`src/rtl/ram_copy_ctrl_pkg.sv`:
```
// Shared types and default sizing for the RAM block-copy initiator.
package ram_copy_ctrl_pkg;

    typedef enum logic [2:0] {
        S_IDLE  = 3'd0,
        S_READ  = 3'd1,
        S_WRITE = 3'd2,
        S_HOLD  = 3'd3,
        S_FIN   = 3'd4
    } state_t;

    localparam int DEF_AW        = 8;
    localparam int DEF_DW        = 8;
    localparam int DEF_MEM_DEPTH = 11;

endpackage

```
`src/rtl/ram_copy_ctrl.sv`:
```
// Copies len bytes from src_addr to dst_addr over an 8-bit asynchronous RAM port.
// Optional RAM_COPY_CHECKSUM_EN adds a modulo-2^DW sum of the bytes read.
module ram_copy_ctrl
    import ram_copy_ctrl_pkg::*;
#(
    parameter int AW        = DEF_AW,
    parameter int DW        = DEF_DW,
    parameter int MEM_DEPTH = DEF_MEM_DEPTH
) (
    input  logic          clk,
    input  logic          rst,
    input  logic          start,
    input  logic [AW-1:0] src_addr,
    input  logic [AW-1:0] dst_addr,
    input  logic [AW-1:0] len,
    output logic          busy,
    output logic          done,
    output logic          err,
    output logic [AW-1:0] direccion,
    output logic [DW-1:0] Dato_E,
    output logic          EN,
    input  logic [DW-1:0] dato_s
`ifdef RAM_COPY_CHECKSUM_EN
    ,
    output logic [DW-1:0] checksum
`endif
);

    localparam logic [AW:0] W_DEPTH = (AW+1)'(MEM_DEPTH);

    state_t        r_state,  w_state_nx;
    logic [AW-1:0] r_src,    w_src_nx;
    logic [AW-1:0] r_dst,    w_dst_nx;
    logic [AW-1:0] r_len,    w_len_nx;
    logic [AW-1:0] r_idx,    w_idx_nx;
    logic          r_busy,   w_busy_nx;
    logic          r_done,   w_done_nx;
    logic          r_err,    w_err_nx;
    logic [AW-1:0] r_dir,    w_dir_nx;
    logic [DW-1:0] r_dato,   w_dato_nx;
    logic          r_en,     w_en_nx;
`ifdef RAM_COPY_CHECKSUM_EN
    logic [DW-1:0] r_sum,    w_sum_nx;
`endif

    logic [AW:0]   w_src_end;
    logic [AW:0]   w_dst_end;
    logic          w_oor;
    logic [AW-1:0] w_idx_inc;

    // Range check carried in AW+1 bits so src+len cannot wrap past the top.
    assign w_src_end = {1'b0, src_addr} + {1'b0, len};
    assign w_dst_end = {1'b0, dst_addr} + {1'b0, len};
    assign w_oor     = (w_src_end > W_DEPTH) || (w_dst_end > W_DEPTH);
    assign w_idx_inc = r_idx + 1'b1;

    always_comb begin
        w_state_nx = r_state;
        w_src_nx   = r_src;
        w_dst_nx   = r_dst;
        w_len_nx   = r_len;
        w_idx_nx   = r_idx;
        w_busy_nx  = r_busy;
        w_done_nx  = 1'b0;
        w_err_nx   = 1'b0;
        w_dir_nx   = r_dir;
        w_dato_nx  = r_dato;
        w_en_nx    = 1'b0;
`ifdef RAM_COPY_CHECKSUM_EN
        w_sum_nx   = r_sum;
`endif
        case (r_state)
            S_IDLE: begin
                if (start) begin
                    if (len == '0) begin
                        w_state_nx = S_FIN;
                        w_done_nx  = 1'b1;
`ifdef RAM_COPY_CHECKSUM_EN
                        w_sum_nx   = '0;
`endif
                    end else if (w_oor) begin
                        w_err_nx = 1'b1;
                    end else begin
                        w_src_nx   = src_addr;
                        w_dst_nx   = dst_addr;
                        w_len_nx   = len;
                        w_idx_nx   = '0;
                        w_busy_nx  = 1'b1;
                        w_dir_nx   = src_addr;
                        w_state_nx = S_READ;
`ifdef RAM_COPY_CHECKSUM_EN
                        w_sum_nx   = '0;
`endif
                    end
                end
            end
            S_READ: begin
                // Dato_E doubles as the byte register: it captures dato_s here.
                w_dato_nx  = dato_s;
                w_dir_nx   = r_dst + r_idx;
                w_en_nx    = 1'b1;
                w_state_nx = S_WRITE;
`ifdef RAM_COPY_CHECKSUM_EN
                w_sum_nx   = r_sum + dato_s;
`endif
            end
            S_WRITE: begin
                w_state_nx = S_HOLD;
            end
            S_HOLD: begin
                w_idx_nx = w_idx_inc;
                if (w_idx_inc == r_len) begin
                    w_busy_nx  = 1'b0;
                    w_done_nx  = 1'b1;
                    w_state_nx = S_FIN;
                end else begin
                    w_dir_nx   = r_src + w_idx_inc;
                    w_state_nx = S_READ;
                end
            end
            S_FIN: begin
                w_state_nx = S_IDLE;
            end
            default: begin
                w_state_nx = S_IDLE;
                w_busy_nx  = 1'b0;
            end
        endcase
    end

    always_ff @(posedge clk) begin
        if (rst) begin
            r_state <= S_IDLE;
            r_idx   <= '0;
            r_busy  <= 1'b0;
            r_done  <= 1'b0;
            r_err   <= 1'b0;
            r_dir   <= '0;
            r_dato  <= '0;
            r_en    <= 1'b0;
`ifdef RAM_COPY_CHECKSUM_EN
            r_sum   <= '0;
`endif
        end else begin
            r_state <= w_state_nx;
            r_idx   <= w_idx_nx;
            r_busy  <= w_busy_nx;
            r_done  <= w_done_nx;
            r_err   <= w_err_nx;
            r_dir   <= w_dir_nx;
            r_dato  <= w_dato_nx;
            r_en    <= w_en_nx;
`ifdef RAM_COPY_CHECKSUM_EN
            r_sum   <= w_sum_nx;
`endif
        end
    end

    // Latched request parameters are only meaningful while busy.
    always_ff @(posedge clk) begin
        r_src <= w_src_nx;
        r_dst <= w_dst_nx;
        r_len <= w_len_nx;
    end

    assign busy      = r_busy;
    assign done      = r_done;
    assign err       = r_err;
    assign direccion = r_dir;
    assign Dato_E    = r_dato;
    assign EN        = r_en;
`ifdef RAM_COPY_CHECKSUM_EN
    assign checksum  = r_sum;
`endif

endmodule
```
`config.mk`:
```
export PLATFORM = sky130hd
export DESIGN_NAME = ram_copy_ctrl
export DESIGN_NICKNAME = d
export VERILOG_FILES = /design/src/rtl/ram_copy_ctrl_pkg.sv /design/src/rtl/ram_copy_ctrl.sv
export SDC_FILE = /design/constraint.sdc
export NUM_CORES = 1
export LEC_CHECK = 0
export ABC_AREA = 1
export ABC_CLOCK_PERIOD_IN_PS = 9600
export CAP_MARGIN = 15
export CORE_ASPECT_RATIO = 0.75
export CORE_MARGIN = 8
export CORE_UTILIZATION = 40
export DETAILED_ROUTE_END_ITERATION = 8
export GPL_ROUTABILITY_DRIVEN = 0
export PLACE_DENSITY = 0.6
export SETUP_SLACK_MARGIN = 0.5
export SYNTH_ARGS = -nofsm -noshare
export SYNTH_HDL_FRONTEND = slang
export SYNTH_SLANG_ARGS = --single-unit
export TNS_END_PERCENT = 100
```
`constraint.sdc`:
```
create_clock -name clk -period 9.6 [get_ports clk]
set_clock_uncertainty 0.2 [all_clocks]
set_input_delay 0.96 -clock clk [delete_from_list [all_inputs] [get_ports clk]]
set_output_delay 0.96 -clock clk [all_outputs]
set_load 0.01 [all_outputs]
```
# Yosys cells after proc, flatten, opt, wreduce, memory -nomap -nowiden
# Cells that the tools add are included.
# totals
ff_bits	55
latchBits	0
ram_bits	0
mem_bits_ro	0
inputBits	35
elab_cells	71
memories	0
# op_classes
addsub	5
multipliers	0
n_div	0
order_cmp	2
eq_ne	11
shifts	0
n_mux	25
bitwise	5
reduce_logical	12
# op_table
cell	n
$mux 8	7
$pmux 8 s3	1
$add 8x8->9	2
$gt 9x4->1 const B	2
$add 8x8->8	2
$pmux 8 s2	1
$mux 3	4
$pmux 3 s4	1
$ne 2x2->1 const B	5
$reduce_and 5->1	2
$mux 1	9
$add 8x1->8 const B	1
$eq 8x8->1	1
$logic_not 8->1	1
$reduce_and 4->1	2
$eq 3x2->1 const B	2
$not 1->1	5
$reduce_or 4->1	1
$eq 3x1->1 const B	1
$eq 3x3->1 const B	1
$logic_not 3->1	1
$ne 3x3->1 const B	1
$pmux 1 s3	1
$reduce_bool 3->1	1
5 further kinds	5

# Depth between registers and ports, before layout
# logic_depth
depth_word	7
ltp_mapped	18

# Least setup slack after synthesis
# Ideal clock, no wire load.
# synth_timing
path_kind	input-to-reg
startpoint	in dst_addr[0]
endpoint	reg r_dst[0], enable pin
setup_ns	0.405
arrival_time_ns	3.268
required_ns	8.995
path_slack_ns	5.727
cell_stages	11
path_cell_list	ha_1 > fa_1 > nand2_1 > nand2_1 > nand3_1 > nand2_1 > nor2_1 > nand3_1 > nor2_1 > nand3_1 > nor2_1
# synth_via
elab_chain_cells	5
# synth_lines
item	line_no	source
start: declaration	ram_copy_ctrl.sv:14	input logic [AW-1:0] dst_addr,
$add 8x8->9	ram_copy_ctrl.sv:53	assign w_dst_end = {1'b0, dst_addr} + {1'b0, len};
$gt 9x4->1	ram_copy_ctrl.sv:54	assign w_oor = (w_src_end > W_DEPTH) || (w_dst_end > W_DEPTH);
$logic_or 1x1->1	ram_copy_ctrl.sv:54	
$not 1->1 (no source line)	n/a	
$reduce_and 4->1 (no source line)	n/a	
end signal: assignment	ram_copy_ctrl.sv:162	r_dst <= w_dst_nx;
end: declaration	ram_copy_ctrl.sv:33	logic [AW-1:0] r_dst, w_dst_nx;
# Every way passes these cells.
# A chain may end at the register's enable or synchronous reset.

# Worst setup path after layout
# layout_timing
startpoint	in len[0]
endpoint	reg r_src[3], enable pin
# layout_via
elab_chain_cells	5
word_cells_on_any_way	9
# layout_lines
item	line_no	source
start: declaration	ram_copy_ctrl.sv:15	input logic [AW-1:0] len,
$add 8x8->9 (on tied branches)	ram_copy_ctrl.sv:52, ram_copy_ctrl.sv:53	
$gt 9x4->1	ram_copy_ctrl.sv:54	
$logic_or 1x1->1	ram_copy_ctrl.sv:54	
$not 1->1 (no source line)	n/a	
$reduce_and 4->1 (no source line) *	n/a	
end signal: assignment	ram_copy_ctrl.sv:161	r_src <= w_src_nx;
end: declaration	ram_copy_ctrl.sv:32	logic [AW-1:0] r_src, w_src_nx;
# Mark *: on every way between the ends. The rest lies on a longest branch, timed or not.

==> metrics.csv <==
stage;metric;value;unit
synthesis;main combinational cell family by area after synthesis;simple AND/OR/NAND/NOR gates;
floorplanning;Initial Utilization;40.6;%
synthesis;Yosys reg bits;55;
synthesis;most frequent cell after synthesis;nand2_1;
setup_path;Max FO, Critical Path;24;
drt;vias per std cell;5.11;
synthesis;Synth Area in Compound Gates;9.13;%
clock_network;CTS H-tree depth;2;
finish;# nets final;666;
drt;routed len/inst;15.2;microns
synthesis;Mapped Cells;540;
synthesis;Cell variety after synth;39;
placement;number of port buffers;54;
power;PD cells;109;nW/um^2
outcome;outcome;finished clean;
hold_path;hold path start;direccion[3];
sta;Final min period;4.18;ns
synthesis;Synth Area per Inst;7.18;sq um
clock_network;clock slew at reported path FFs;0.07;ns
setup_path;Startpoint Class;primary input;
clock_network;CTS tree;done;
clock_network;# Post-CTS Setup Buffers;0;
global_route;GRT Util Overall;17.7;%
drt;routed vias;3727;
setup_path;Worst path max stage delay;0.88;ns
synthesis;EDFF count, synth;24;
global_route;initial antenna violation count;0;
synthesis;top-area cell type share of the netlist area;18.6;%
synthesis;XOR/XNOR share of the synthesized area;1.10;%
drt;Routed WL;11100;microns
clock_network;total CTS buffers;5;
power;worst-case vdd ir drop;84.7;uV
synthesis;most frequent cells after synthesis;152 x nand2_1, 62 x inv_1, 58 x nor2_1;
setup_path;critical-path cell list;clkdlybuf4s50_1 > ha_1 > fa_1 > nand2_1 > nand2_1 > nand3b_1 > nand2_1 > nor2_1 > nand2_1 > nor2_1 > nand3_1 > nor2_2;
clock_network;clk_lat worst skew;0.30;ns
placement;post-place instance area;4560;sq um
synthesis;mux contribution to synthesized area;0;%
synthesis;Syn Nets;610;
flow_run;max cap viols;0;
sta;relative slew slack;28.2;%
clock_network;post-cts hold buffer count;0;
placement;cell total after placement;721;
sta;Slew Viols, Final;0;
floorplanning;core area;9540;sq um
floorplanning;Die Footprint;13100;sq um
setup_path;WP data arrival;3.90;ns
sta;Peak Freq;239;MHz
global_route;pin count of the biggest net entering global routing;25;
placement;post-detail-place hpwl;9020;microns
drt;met2 wire len;4870;microns
drt;Top Metal Used;met4;
drt;Routed Antenna Nets;0;
setup_path;cell mode on critical path;nand2_1;
clock_network;post-cts resize count;0;
synthesis;synthesized area;3880;sq um
floorplanning;Ports;55;
power;Leakage;2.16;nW
finish;share of cells above drive strength 1;6.20;%
sta;RSZ-0062 raised after global routing;false;
floorplanning;Core Rows;31;
global_route;global-route wire length before repair;18300;microns
synthesis;register area share after synthesis;34.6;%
setup_path;CP endpoint kind;register;
synthesis;post-synth top area cell;edfxtp_1;
synthesis;area share of and/or/nand/nor cells after synthesis;35.8;%
setup_path;startpoint of the worst register-to-register path;r_idx[0];
sta;final hold vios;0;
setup_path;CP startpoint;len[0];
drt;DRT met1 WL;5280;microns
finish;post-layout util;49.4;%
drt;Initial DRC Count;340;
synthesis;Adder-Cell Fraction of Synth Area;12.1;%
drt;Pre-antenna DRT Iters;7;
synthesis;Synth Warn #;0;
synthesis;most used flip-flop cell after synthesis;dfxtp_1;
finish;Area Overhead vs Synth;21.7;%
global_route;grt ovf;0;
sta;final setup TNS;0;ns
sta;hold_ws;0.271;ns
global_route;vias in the first global route;3624;
setup_path;worst-path cell with the longest stage delay;nor2_2;
setup_path;CP bufs+invs;1;
setup_path;delay-heaviest family, CP;simple AND/OR/NAND/NOR gates;
sta;Worst Tran Pin Value;1.08;ns
finish;design area;4720;sq um
finish;# diodes;0;
clock_network;root buf cell;clkbuf_16;
setup_path;WP data required;9.32;ns
drt;remaining routing DRC violations;0;
sta;final worst path period share;43.6;%
floorplanning;die height;101;microns
drt;routed wl met3;766;microns
setup_path;critical path type;primary input to register;
clock_network;clock buffer depth;2;
synthesis;ys async rst share;0;%
floorplanning;die width;130;microns
clock_network;CTS sink count;55;
synthesis;ranking of synthesized cells by area;edfxtp_1 19%, dfxtp_1 16%, nand2_1 15%, ha_1 10%, nand3_1 6.1%;
finish;fin cells;729;
sta;Setup Viol. Count Final;0;
hold_path;Hold/Removal Path Class;register to register;
-- final timing paths --
check | endpoint | slack (ns) | cells past startpoint
setup / recovery | r_src[3] | 5.42 | 12
hold / removal | direccion[3] | 0.27 | 2
setup reg to reg | direccion[5] | 6.47 | 14
hold reg to reg | direccion[3] | 0.27 | 2
-- worst register-to-register path: stages (launching register included) --
cell and delay (ns):
dfxtp_1 0.55, ha_1 0.39, nand4_1 0.16, nand2_1 0.12, inv_1 0.07, ha_1 0.34, a21oi_1 0.22, nand3_1 0.12
or2_2 0.28, nand3_1 0.09, nand2_1 0.06, a21oi_1 0.16, nand4_1 0.12, nand2_1 0.09, nor2_1 0.05
-- area by class of cell --
| type | count | area (sq um) |
|---|---|---|
| clock inverter | 3 | 28.8 |
| clock buffer | 5 | 125 |
| sequential | 55 | 1340 |
| timing repair buffer | 54 | 541 |
| fill | 973 | 4820 |
| multi-input combinational | 412 | 2260 |
| tap | 132 | 165 |
| inverter | 68 | 260 |
-- registers in the layout (all words and copies together) (netlist names) --
signal / flops
Dato_E: 8
done: 1
err: 1
r_idx: 8
busy: 1
r_src: 8
direccion: 8
EN: 1
r_len: 8
r_state: 3
r_dst: 8
-- power breakdown --
group          internal (mW)  switching [mW]  total (mW)
clock                  0.100          0.0903       0.191
sequential             0.245        0.000534       0.245
combinational         0.0344          0.0452      0.0796
-- metal layers --
layer  vias up  global-route usage (%)
li1       1899                       -
met1      1693                    25.0
met2       120                    27.3
met3        15                    2.47
met4         0                    5.69
met5         -                       0
-- cells in the final DEF (no fill, tap or decap), types with 3 or more instances in the layout --
cell type        count
xor2_1               3
clkdlybuf4s50_1     54
nor3_1               3
fa_1                 4
ha_1                31
a21oi_1             32
nand2_1            152
or2_2                5
o21a_1               3
edfxtp_1            24
nor2_2               5
o21bai_1             3
inv_1               62
nand3_1             47
nand4_1             17
clkbuf_16            5
dfxtp_1             31
nand2_2              8
nand3b_1             7
o21ai_0             17
nor2_1              57
-- kinds of logic (layout without fill, tap and decap cells) --
logic type / Yosys count / after routing
flip-flops: 55 / 55
XOR/XNOR: 4 / 4
AND/OR/NAND/NOR: 310 / 310
buffers and inverters: 73 / 130
AO/OA/AOI/OAI: 63 / 63
adder cells (fa/ha/maj): 35 / 35
-- through the flow --
stage	total power [mW]	setup WS (ns)
detailed placement	0.330	5.13
CTS	0.518	5.44
floorplan	0.296	5.73
global placement	0.328	5.24
global route	0.538	5.09
finish	0.515	5.42
(Power assumes the default switching activity.)
